## src/rtl/serial_full_adder.sv

```systemverilog
// Bit-serial adder: one full-adder cell plus a carry flip-flop adds a + b + cin LSB-first over WIDTH cycles.
// Optional macro SERIAL_FA_OVERFLOW_EN adds the ovf output (two's-complement signed overflow).
module serial_full_adder #(
  parameter int WIDTH = 8
) (
  input  logic             clk,
  input  logic             rst,
  input  logic             start,
  input  logic [WIDTH-1:0] a,
  input  logic [WIDTH-1:0] b,
  input  logic             cin,
  output logic             busy,
  output logic             done,
  output logic [WIDTH-1:0] sum,
  output logic             cout,
  output logic             s_bit,
  output logic             s_valid
`ifdef SERIAL_FA_OVERFLOW_EN
  ,
  output logic             ovf
`endif
);

  localparam logic [1:0] S_IDLE = 2'd0;
  localparam logic [1:0] S_RUN  = 2'd1;
  localparam logic [1:0] S_DONE = 2'd2;
  localparam int CW = (WIDTH > 1) ? $clog2(WIDTH) : 1;

  logic [1:0]       state_reg;
  logic [WIDTH-1:0] a_sh_reg;
  logic [WIDTH-1:0] b_sh_reg;
  logic [WIDTH-2:0] sum_sh_reg;
  logic             carry_reg;
  logic [CW-1:0]    cnt_reg;
  logic [WIDTH-1:0] sum_reg;
  logic             cout_reg;

  logic             carry_next;
  logic             last_bit;
  logic             accept;
  logic [WIDTH-1:0] sum_full;

  assign s_valid    = (state_reg == S_RUN);
  assign s_bit      = s_valid & (a_sh_reg[0] ^ b_sh_reg[0] ^ carry_reg);
  assign carry_next = (a_sh_reg[0] & b_sh_reg[0]) | (carry_reg & (a_sh_reg[0] ^ b_sh_reg[0]));
  assign last_bit   = (cnt_reg == CW'(WIDTH - 1));
  assign accept     = start & ((state_reg == S_IDLE) | (state_reg == S_DONE));
  // The new bit enters on the MSB side, so after WIDTH shifts bit 0 sits at the LSB.
  assign sum_full   = {s_bit, sum_sh_reg};

  assign busy = s_valid;
  assign done = (state_reg == S_DONE);
  assign sum  = sum_reg;
  assign cout = cout_reg;

`ifdef SERIAL_FA_OVERFLOW_EN
  logic ovf_reg;
  assign ovf = ovf_reg;

  // carry_reg is the carry into the MSB during the final RUN cycle.
  always_ff @(posedge clk) begin
    if (rst) begin
      ovf_reg <= 1'b0;
    end else if (s_valid && last_bit) begin
      ovf_reg <= carry_reg ^ carry_next;
    end
  end
`endif

  always_ff @(posedge clk) begin
    if (rst) begin
      state_reg  <= S_IDLE;
      a_sh_reg   <= '0;
      b_sh_reg   <= '0;
      sum_sh_reg <= '0;
      carry_reg  <= 1'b0;
      cnt_reg    <= '0;
      sum_reg    <= '0;
      cout_reg   <= 1'b0;
    end else begin
      case (state_reg)
        S_RUN: begin
          a_sh_reg   <= {1'b0, a_sh_reg[WIDTH-1:1]};
          b_sh_reg   <= {1'b0, b_sh_reg[WIDTH-1:1]};
          sum_sh_reg <= sum_full[WIDTH-1:1];
          carry_reg  <= carry_next;
          cnt_reg    <= cnt_reg + 1'b1;
          if (last_bit) begin
            sum_reg   <= sum_full;
            cout_reg  <= carry_next;
            state_reg <= S_DONE;
          end
        end
        default: begin
          if (accept) begin
            a_sh_reg  <= a;
            b_sh_reg  <= b;
            carry_reg <= cin;
            cnt_reg   <= '0;
            state_reg <= S_RUN;
          end else begin
            state_reg <= S_IDLE;
          end
        end
      endcase
    end
  end

endmodule

```

## config.mk

```make
export PLATFORM = sky130hd
export DESIGN_NAME = serial_full_adder
export DESIGN_NICKNAME = d
export VERILOG_FILES = /design/src/rtl/serial_full_adder.sv
export SDC_FILE = /design/constraint.sdc
export NUM_CORES = 1
export LEC_CHECK = 0
export ABC_AREA = 1
export CAP_MARGIN = 20
export CORE_MARGIN = 4
export CORE_UTILIZATION = 54
export DETAILED_ROUTE_END_ITERATION = 7
export GPL_TIMING_DRIVEN = 0
export PLACE_DENSITY = 0.83
export REMOVE_ABC_BUFFERS = 1
export SYNTH_ARGS = -nofsm -noshare
export SYNTH_HDL_FRONTEND = slang
export SYNTH_SLANG_ARGS = --single-unit
```

## constraint.sdc

```tcl
create_clock -name clk -period 2 [get_ports clk]
set_input_delay 0.4 -clock clk [delete_from_list [all_inputs] [get_ports clk]]
set_output_delay 0.4 -clock clk [all_outputs]
set_load 0.005 [all_outputs]
```

# Word-level counts from Yosys, hierarchy flattened
# Cells that the tools add are included.
# Widths: inputs -> output; s select.
[totals] reg_bits=38 in_bits=20 output_inout_bits=13 elab_cells=38
[op_classes] add_sub_neg=1 n_eq_ne=4 mux=11 n_bitwise=8 reduce_logical=4
[ops] operator="$mux 7" n=4
[ops] operator="$mux 3" n=2
[ops] operator="$and 1x1->1" n=4
[ops] operator="$mux 2" n=2
[ops] operator="$add 3x1->3 const B" n=1
[ops] operator="$eq 3x3->1 const B" n=1
[ops] operator="$mux 1" n=3
[ops] operator="$eq 2x1->1 const B" n=1
[ops] operator="$eq 2x2->1 const B" n=1
[ops] operator="$logic_not 2->1" n=1
[ops] operator="$ne 2x1->1 const B" n=1
[ops] operator="$or 1x1->1" n=2
[ops] operator="$reduce_and 2->1" n=1
[ops] operator="$reduce_bool 2->1" n=1
[ops] operator="$reduce_or 2->1" n=1
[ops] operator="$xor 1x1->1" n=2

# Logic depth before layout (Yosys ltp)
# Gate-level depths: netlist of run 1.
[logic_depth] ltp_word=5 depth_mapped=6 mapped_depth_nobuf=6

# Least setup slack after synthesis of run 1
# Ideal clock, no wire load.
[synth_timing] kind="register to output" from="register a_sh_reg[0]" to="output port s_bit" t_arrival_ns=0.983 t_required_ns=1.600 slack_ns=0.617 stages_incl_launch_ff=4 n_path_buf=0 cell_sequence="dfxtp_1 inv_1 fa_1 nor2_1"
[synth_via] elab_chain_len=3
[synth_rtl] element="from (decl)" line_no="30" rtl="logic [WIDTH-1:0] a_sh_reg;"
[synth_rtl] element="from (signal assigned)" line_no="83" rtl="a_sh_reg <= {1'b0, a_sh_reg[WIDTH-1:1]};"
[synth_rtl] element="$xor 1x1->1 (2 in a row)" line_no="44" rtl="assign s_bit = s_valid & (a_sh_reg[0] ^ b_sh_reg[0] ^ carry_reg);"
[synth_rtl] element="$and 1x1->1" line_no="44"
[synth_rtl] element="to (decl)" line_no="16" rtl="output logic s_bit,"
# Every way passes these cells.

# Worst setup path after layout of run 1
[layout_timing] from="register carry_reg" to="output port s_bit"
[layout_via] elab_chain_len=2
[layout_rtl] element="from (decl)" line_no="33" rtl="logic carry_reg;"
[layout_rtl] element="from (signal assigned)" line_no="86" rtl="carry_reg <= carry_next;"
[layout_rtl] element="from (signal assigned)" line_no="98" rtl="carry_reg <= cin;"
[layout_rtl] element="$xor 1x1->1" line_no="44"
[layout_rtl] element="$and 1x1->1" line_no="44"
# Every way passes these cells.

==> flow_summary_export.csv, run 1 <==
group,metric,value,unit
setup_path,worstPathMaxFanout,2,
hold_path,whs_path_depth,1,
clocking,htreeDepth,2,
global_routing,grt-ovfl-total,0,
setup_path,rr_worst_depth,6,
global_routing,grt_pass1_wl,5713,µm
setup_path,r2r_setup_slack,0.47,ns
pwr,leakage,0.8391,nW
finish,area_delta_synth_final,23.08,%
floorplan,rows,19,
logic_synthesis,ys_seq_area_share,45.71,%
placement,portBuffers,32,
sta,finalCritPeriodShare,97.28,%
sta,clock_skew,0.003410,ns
pwr,vdd_drop_max,0.0004507,V
routing,vias,1512,
sta,worstMarginPinSlew,0.8164,ns
routing,drt_iter0_markers,95,
pwr,power.density,765.7,nW/µm²
sta,tns,0,ns
logic_synthesis,ys_ff_latch,38,
routing,drt_pass1_iterations,4,
setup_path,r2r-end,"cout",
sta,slew_viol_final,0,
routing,routed_wire_length_per_instance,11.93,µm
logic_synthesis,synthCells,225,
clocking,cts_buffer_depth,2,
setup_path,arrival,1.55,ns
sta,fin_crit,1.946,ns
logic_synthesis,synth_warnings,0,
finish,drive_gt1_share,9.766,%
sta,max_slew_margin,45.52,%
clocking,numCtsBuffers,5,
setup_path,worst_ep_required_time,1.60,ns
clocking,worstSkewPairLatency,0.33,ns
flow_run,maxCapViolCount,0,
clocking,cts_tree,"yes",
routing,viasPerCell,5.268,
placement,dp_hpwl,1935,µm
pwr,power.total,1.568,mW
floorplan,die_area,4034,µm²
setup_path,critPathLaunchType,"flip-flop",
logic_synthesis,ys_types,21,
routing,drcViolationCount,0,
clocking,clkTransAtPathRegs,0.11,ns
routing,routed_wl,3423,µm
logic_synthesis,netlist_area,1664,µm²
hold_path,hp-class,"flip-flop to flip-flop",
finish,fin_nets,278,
global_routing,grt_usage,17.72,%
routing,antenna_left,0,
floorplan,io_pins,33,
setup_path,r2r_start,"cnt_reg[0]",
placement,routabilityCongestion,0.7508,
floorplan,initial_utilization,58.33,%
sta,setup_viol,0,
setup_path,critPathKind,"flip-flop to primary output",
global_routing,grt_pass1_vias,1312,
global_routing,antenna_found_initial,0,
clocking,cts_root_buf,"clkbuf_4",
logic_synthesis,syn_avg_cell_area,7.396,µm²
clocking,cts.sinks,38,
floorplan,dieWidth,63.51,µm
sta,hold_ws,0.4665,ns
hold_path,whs_endpoint,"cnt_reg[0]",
sta,max_freq,514.0,MHz
run_status,status,"finished clean",
finish,n_antenna_cell,0,
floorplan,fp.coreArea,2853,µm²
hold_path,min_from,"cnt_reg[0]",
global_routing,grt_max_degree,36,
floorplan,die_y,63.51,µm
sta,hold_viol_final,0,
clocking,cts_hold_buf,0,
sta,rsz0062_at_grt,"yes",
setup_path,critPathCaptureType,"primary output",
## timing repair
action	4_1_cts	5_1_grt
buffers inserted	2	0
hold endpoints to repair	0	0
resized for setup	6	4
pin swaps	2	1
cloned	2	0
setup endpoints to repair	30	4
## cells in the final DEF (no fill, tap or decap), types with 2 or more instances in the layout
cell	synthesis	routed
a21oi_1	13	13
buf_4	5	2
clkbuf_4	0	5
clkbuf_8	0	3
clkdlybuf4s50_1	0	31
dfxtp_1	38	35
dfxtp_4	0	2
ha_1	2	2
inv_1	22	22
inv_2	2	2
nand2_1	40	40
nand2_2	3	2
nand3_1	34	34
nor2_1	29	28
nor2_2	0	3
nor3_1	14	14
o21ai_0	9	9
## critical path, cell delays in order, from the launching register on
cell	delay (ns)
dfxtp_1	0.33
inv_1	0.06
fa_1	0.49
nor2_2	0.13
clkdlybuf4s15_1	0.22
## cell type report
type | instances | area (µm²)
clock buffers | 8 | 78.83
fillers | 242 | 804.5
inverters | 25 | 95.09
multi-input cells | 151 | 730.7
flip-flops and latches | 38 | 769.5
well taps | 31 | 38.79
repair buffers | 34 | 335.3
## worst max path at each step
| stage | from | end | slack [ns] | cells past startpoint |
|---|---|---|---|---|
| global placement | rst | cout | -0.48 | 4 |
| finish | carry_reg | s_bit | 0.05 | 4 |
| CTS | a_sh_reg[0] | s_bit | 0.02 | 4 |
| floorplan | a_sh_reg[0] | s_bit | 0.62 | 3 |
| global route | carry_reg | s_bit | -0.007 | 4 |
| detailed placement | rst | cout | -0.51 | 4 |
## power breakdown
| part | internal (mW) | switching [mW] | total (mW) |
|---|---|---|---|
| clock | 0.240 | 0.238 | 0.479 |
| combinational | 0.112 | 0.149 | 0.261 |
| sequential | 0.807 | 0.0213 | 0.828 |
## logic make-up (layout without fill, tap and decap cells)
kind of cell / after synthesis / after routing / synth area share, %
simple gates: 123 / 125 / 32.86
flops: 38 / 38 / 45.71
buf+inv: 38 / 67 / 11.58
compound gates: 23 / 23 / 7.143
fa+ha+maj: 3 / 3 / 2.707
## layer usage
metal  global-route usage [%]  share of wire [%]  vias up
met5                        0                  0        -
met4                    5.660                1.1        0
met3                    4.263                5.4        6
met2                    30.51                 46       46
met1                    21.55                 48      684
li1                         -                  -      776
## synth_stat cells
library cell | count | area share [%]
nand2_1 | 40 | 9.0
ha_1 | 2 | 1.5
a21oi_2 | 1 | 0.53
buf_4 | 5 | 2.3
clkinv_1 | 1 | 0.23
nand3_2 | 1 | 0.60
nand3_1 | 34 | 10
buf_2 | 1 | 0.30
fa_1 | 1 | 1.2
dfxtp_1 | 38 | 46
nand2_2 | 3 | 1.1
a21oi_1 | 13 | 3.9
inv_1 | 22 | 5.0
o21ai_0 | 9 | 2.7
buf_6 | 4 | 2.7
inv_2 | 2 | 0.45
clkbuf_1 | 3 | 0.68
nor2_1 | 29 | 6.5
nor2_4 | 1 | 0.68
nand3b_1 | 1 | 0.45
nor3_1 | 14 | 4.2
## stage by stage
step	std cells	worst slack, ns	utilization [%]	cell area (µm²)
floorplan	212	0.6168	-	1565
global placement	275	-0.4762	67.46	1924
detailed placement	275	-0.5055	67.46	1924
CTS	287	0.02148	71.54	2041
global route	287	-0.007216	71.80	2048
finish	287	0.05432	71.80	2048
Note: power is estimated with default switching activity, not from simulation.
==> inputs of run 2 (changes only) <==
- CORE_MARGIN: 4 -> 2
- CORE_UTILIZATION: 54 -> 45
- PLACE_DENSITY: 0.83 -> 0.74
- clock period: 2 -> 1.7 ns (I/O delays scaled with it)
==> run 2 against run 1 <==
The run now ends with setup timing left; core utilization down 14 points; via count down 1.1%; clock skew up 0.0034 ns; critical endpoint unchanged; critical path type unchanged; register-to-register slack worse by 0.24 ns; sequential power up 18%; final area up 2.3%; highest routed layer unchanged; clock power up 21%; combinational power up 22%.
==> flow_summary_export.csv, run 2 (synthesis results as in run 1) <==
group,metric,value,unit
routing,drcViolationCount,0,
floorplan,rows,22,
run_status,violations,"setup timing",
setup_path,worst_ep_required_time,1.36,ns
global_routing,grt_pass1_wl,6051,µm
setup_path,rr_worst_depth,7,
setup_path,r2r_start,"a_sh_reg[0]",
sta,fin_crit,1.756,ns
sta,layout_setup_ws,-0.05558,ns
sta,rsz0062_at_grt,"yes",
hold_path,hp-class,"flip-flop to flip-flop",
setup_path,crit_family,"adder cells",
global_routing,grt_usage,18.55,%
pwr,leakage,0.8713,nW
clocking,cts_hold_buf,0,
placement,place_inst,292,
finish,area_delta_synth_final,25.94,%
setup_path,worstPathMaxFanout,2,
routing,routed_wire_length_per_instance,11.14,µm
routing,drt_pass1_iterations,4,
run_status,status,"finished with violations",
sta,setup_viol,1,
placement,portBuffers,32,
finish,drive_gt1_share,12.74,%
finish,fin_cells,307,
flow_run,maxCapViolCount,0,
pwr,power.density,893.7,nW/µm²
clocking,cts.sinks,38,
floorplan,die_area,4200,µm²
sta,max_slew_margin,44.54,%
sta,finalCritPeriodShare,103.3,%
global_routing,antenna_found_initial,0,
hold_path,min_from,"a_sh_reg[7]",
setup_path,path_depth,4,
clocking,worstSkewPairLatency,0.29,ns
sta,worstMarginPinSlew,0.8310,ns
finish,n_antenna_cell,0,
floorplan,io_pins,33,
placement,routabilityCongestion,0.7268,
setup_path,critPathKind,"flip-flop to primary output",
routing,viasPerCell,4.873,
clocking,cts_root_buf,"clkbuf_8",
placement,dp_hpwl,1895,µm
routing,drt_iter0_markers,92,
global_routing,grt_max_degree,36,
routing,antenna_left,0,
pwr,power.total,1.873,mW
floorplan,die_y,64.81,µm
sta,clock_skew,0.006804,ns
setup_path,critPathCaptureType,"primary output",
finish,final_cell_mix,"nand2_1 (40), nand3_1 (34), dfxtp_1 (34), nor2_1 (28), clkdlybuf4s50_1 (28)",
clocking,numCtsBuffers,5,
routing,routed_wl,3419,µm
global_routing,grt-ovfl-total,0,
setup_path,worst-path-buf-inv,2,
hold_path,whs_path_depth,2,
placement,place_ws,-0.6863,ns
setup_path,path_cells,"inv_2 -> fa_1 -> nor2_2 -> buf_2",
global_routing,grt_pass1_vias,1339,
finish,fin_nets,282,
sta,slew_viol_final,0,
finish,fill_cells,337,
floorplan,dieWidth,64.81,µm
clocking,clkTransAtPathRegs,0.07,ns
setup_path,arrival,1.42,ns
setup_path,critPathSlowestCell,"fa_1",
sta,hold_viol_final,0,
clocking,cts_buffer_depth,2,
floorplan,fp.coreArea,3606,µm²
sta,max_freq,569.6,MHz
setup_path,startpoint,"a_sh_reg[0]",
floorplan,initial_utilization,46.15,%
clocking,cts_tree,"yes",
setup_path,critPathLaunchType,"flip-flop",
sta,hold_ws,0.4636,ns
finish,layout_commonest_cell,"nand2_1",
pwr,vdd_drop_max,0.0005867,V
setup_path,slowest_delay,0.48,ns
routing,vias,1496,
clocking,htreeDepth,2,
[run 2: cell count changes in the layout (fill, tap and decap cells not counted), sizes merged]
cell	before	now
clkdlybuf4s50	31	28
clkdlybuf4s15	1	0
dlygate4sd2	0	3
clkinv	1	3
buf	2	7
clkbuf	8	5
[run 2: final cells by class]
| type | instances | area (µm²) | area share (%) |
|---|---|---|---|
| Inverter | 25 | 98.84 | 4.716 |
| Sequential cell | 38 | 770.7 | 36.78 |
| Clock buffer | 5 | 68.82 | 3.284 |
| Multi-Input combinational cell | 151 | 730.7 | 34.87 |
| Clock inverter | 2 | 10.01 | 0.4776 |
| Tap cell | 48 | 60.06 | 2.866 |
| Timing Repair Buffer | 38 | 356.6 | 17.01 |
[run 2: metal layers]
layer,part of all wire (%),GRT usage (%),vias up
met3,4.2,4.340,5
met5,0,0,-
met4,1.2,6.383,0
li1,-,-,785
met2,45,29.64,31
met1,50,24.49,675
[run 2: report_power, final]
part / switching, mW / leakage [nW] / internal (mW)
registers: 0.0234 / 0.314 / 0.950
clock network: 0.305 / 0.0438 / 0.275
logic: 0.181 / 0.514 / 0.139
total: 0.509 / 0.871 / 1.36
[run 2: stage by stage]
step,util (%),cell area (µm²),TNS (ns)
finish,58.12,2096,-0.05558
global route,58.12,2096,-0.1113
CTS,57.88,2087,-0.02409
detailed placement,53.96,1946,-17.16
global placement,53.96,1946,-17.85
floorplan,-,1565,0
[run 2: repair_timing]
action / 4_1_cts / 5_1_grt
setup endpoints to repair: 31 / 1
cloned: 2 / 0
resized for setup: 18 / 2
pin swaps: 3 / 2
buffers inserted: 5 / 1
[run 2: final timing paths]
kind	to	slack [ns]
hold / removal	a_sh_reg[7]	0.46
setup / recovery	s_bit	-0.06
hold reg to reg	a_sh_reg[7]	0.46
setup reg to reg	sum[7]	0.23
[run 2: worst min-delay path, delay by kind of cell (launching register included)]
kind             cells  cell delay [ns]
AO/OA/AOI/OAI        1             0.05
AND/OR/NAND/NOR      1             0.06
flip-flops           1             0.31
==> inputs of run 3 (changes only) <==
- PLACE_DENSITY: 0.74 -> 0.83
==> run 3 against run 2 <==
Clock skew decreased by 0.0013 ns; global-route usage decreased by 0.19 points; die area unchanged; the flow still finishes with violations (setup timing); highest routed layer unchanged; largest cell class unchanged; largest power group unchanged.
==> flow_summary_export.csv, run 3 (synthesis results as in run 1) <==
group,metric,value,unit
pwr,leakage,0.8895,nW
hold_path,hp-class,"flip-flop to flip-flop",
global_routing,grt_pass1_wl,5775,µm
sta,fin_crit,1.719,ns
routing,drt_pass1_iterations,5,
sta,worstMarginPinSlew,0.8486,ns
global_routing,grt-ovfl-total,0,
floorplan,die_y,64.81,µm
sta,hold_viol_final,0,
setup_path,arrival,1.38,ns
routing,drcViolationCount,0,
finish,n_antenna_cell,0,
sta,setup_viol,1,
finish,area_delta_synth_final,28.35,%
global_routing,antenna_found_initial,0,
sta,max_freq,581.7,MHz
sta,tns,-0.01896,ns
placement,place_inst,292,
floorplan,initial_utilization,46.15,%
routing,routed_wire_length_per_instance,11.19,µm
sta,clock_skew,0.005470,ns
global_routing,grt_usage,18.36,%
run_status,status,"finished with violations",
sta,slew_viol_final,0,
clocking,worstSkewPairLatency,0.29,ns
clocking,cts_buffer_depth,2,
routing,wl_met2,1575,µm
placement,portBuffers,32,
sta,layout_setup_ws,-0.01896,ns
pwr,power.density,961.0,nW/µm²
finish,layout_commonest_cell,"nand2_1",
flow_run,maxCapViolCount,0,
routing,wl_met3,186,µm
finish,fin_nets,282,
routing,vias,1503,
global_routing,grt_max_degree,36,
routing,highest_layer,"met4",
placement,routabilityCongestion,0.7553,
finish,fill_cells,351,
routing,wl_met1,1615,µm
run_status,violations,"setup timing",
setup_path,crit_family,"adder cells",
setup_path,worst-path-buf-inv,2,
sta,hold_ws,0.4651,ns
floorplan,die_area,4200,µm²
setup_path,worst_ep_required_time,1.36,ns
placement,place_ws,-0.7085,ns
setup_path,critPathCaptureType,"primary output",
sta,rsz0062_at_grt,"yes",
routing,routed_wl,3448,µm
finish,final_cell_mix,"nand2_1 (40), dfxtp_1 (35), nand3_1 (34), clkdlybuf4s50_1 (28), nor2_1 (27)",
floorplan,dieWidth,64.81,µm
clocking,cts.sinks,38,
finish,fin_cells,308,
global_routing,grt_pass1_vias,1282,
clocking,cts_hold_buf,0,
setup_path,critPathLaunchType,"flip-flop",
clocking,cts_tree,"yes",
floorplan,io_pins,33,
finish,drive_gt1_share,12.69,%
setup_path,path_cells,"inv_2 -> fa_1 -> nor2_2 -> buf_2",
clocking,clkTransAtPathRegs,0.07,ns
sta,max_slew_margin,43.36,%
floorplan,fp.coreArea,3606,µm²
setup_path,slowest_delay,0.47,ns
clocking,cts_root_buf,"clkbuf_8",
routing,antenna_left,0,
setup_path,critPathSlowestCell,"fa_1",
setup_path,critPathKind,"flip-flop to primary output",
placement,dp_hpwl,1930,µm
pwr,vdd_drop_max,0.0006072,V
sta,finalCritPeriodShare,101.1,%
setup_path,worstPathMaxFanout,2,
clocking,htreeDepth,2,
routing,drt_iter0_markers,95,
floorplan,rows,22,
clocking,numCtsBuffers,5,
routing,viasPerCell,4.880,
run 3: worst reg2reg max path, cell delays in order (launching register included):
cell and delay (ns):
dfxtp_4 0.35, buf_4 0.16, nor2_2 0.65, nand2_2 0.09, a21oi_2 0.13
run 3: metrics by stage:
| stage | utilization [%] | area (µm²) | power [mW] |
|---|---|---|---|
| after floorplan | - | 1565 | 1.176 |
| after global placement | 53.96 | 1946 | 1.275 |
| final | 59.23 | 2136 | 2.052 |
| after detailed placement | 53.96 | 1946 | 1.282 |
| after CTS | 59.16 | 2133 | 2.071 |
| after global routing | 59.23 | 2136 | 2.179 |
run 3: final timing paths:
kind	to	start	slack, ns	depth (start not counted)
min reg2reg	sum[7]	sum[7]	0.47	2
max	s_bit	carry_reg	-0.02	4
max reg2reg	state_reg[0]	state_reg[1]	0.24	4
min	sum[7]	sum[7]	0.47	2
run 3: cell type report:
cell class                      instances  area (µm²)  area share [%]
Sequential cell                        38       769.5           36.03
Multi-Input combinational cell        151       733.2           34.33
Timing Repair Buffer                   38       360.3           16.87
Inverter                               25       98.84           4.628
Clock buffer                            5       68.82           3.222
Tap cell                               48       60.06           2.812
Clock inverter                          3       45.04           2.109
run 3: what timing repair did:
item                                    in CTS  in global routing
setup buffers                                6                  0
pin swaps                                    4                  0
cloned                                       2                  0
resized for setup                           18                  1
endpoints found under the setup margin      31                  2
run 3: routing by layer:
layer  track usage [%]  up-vias
li1                  -      786
met1             23.59      677
met2             28.48       36
met3             4.861        4
met4             8.777        0
met5                 0        -
run 3: power by group:
group          total [mW]  switching [mW]  leakage [nW]  internal, mW
logic               0.310           0.176         0.526         0.135
registers           0.974          0.0249         0.313         0.949
clock network       0.768           0.332        0.0504         0.436
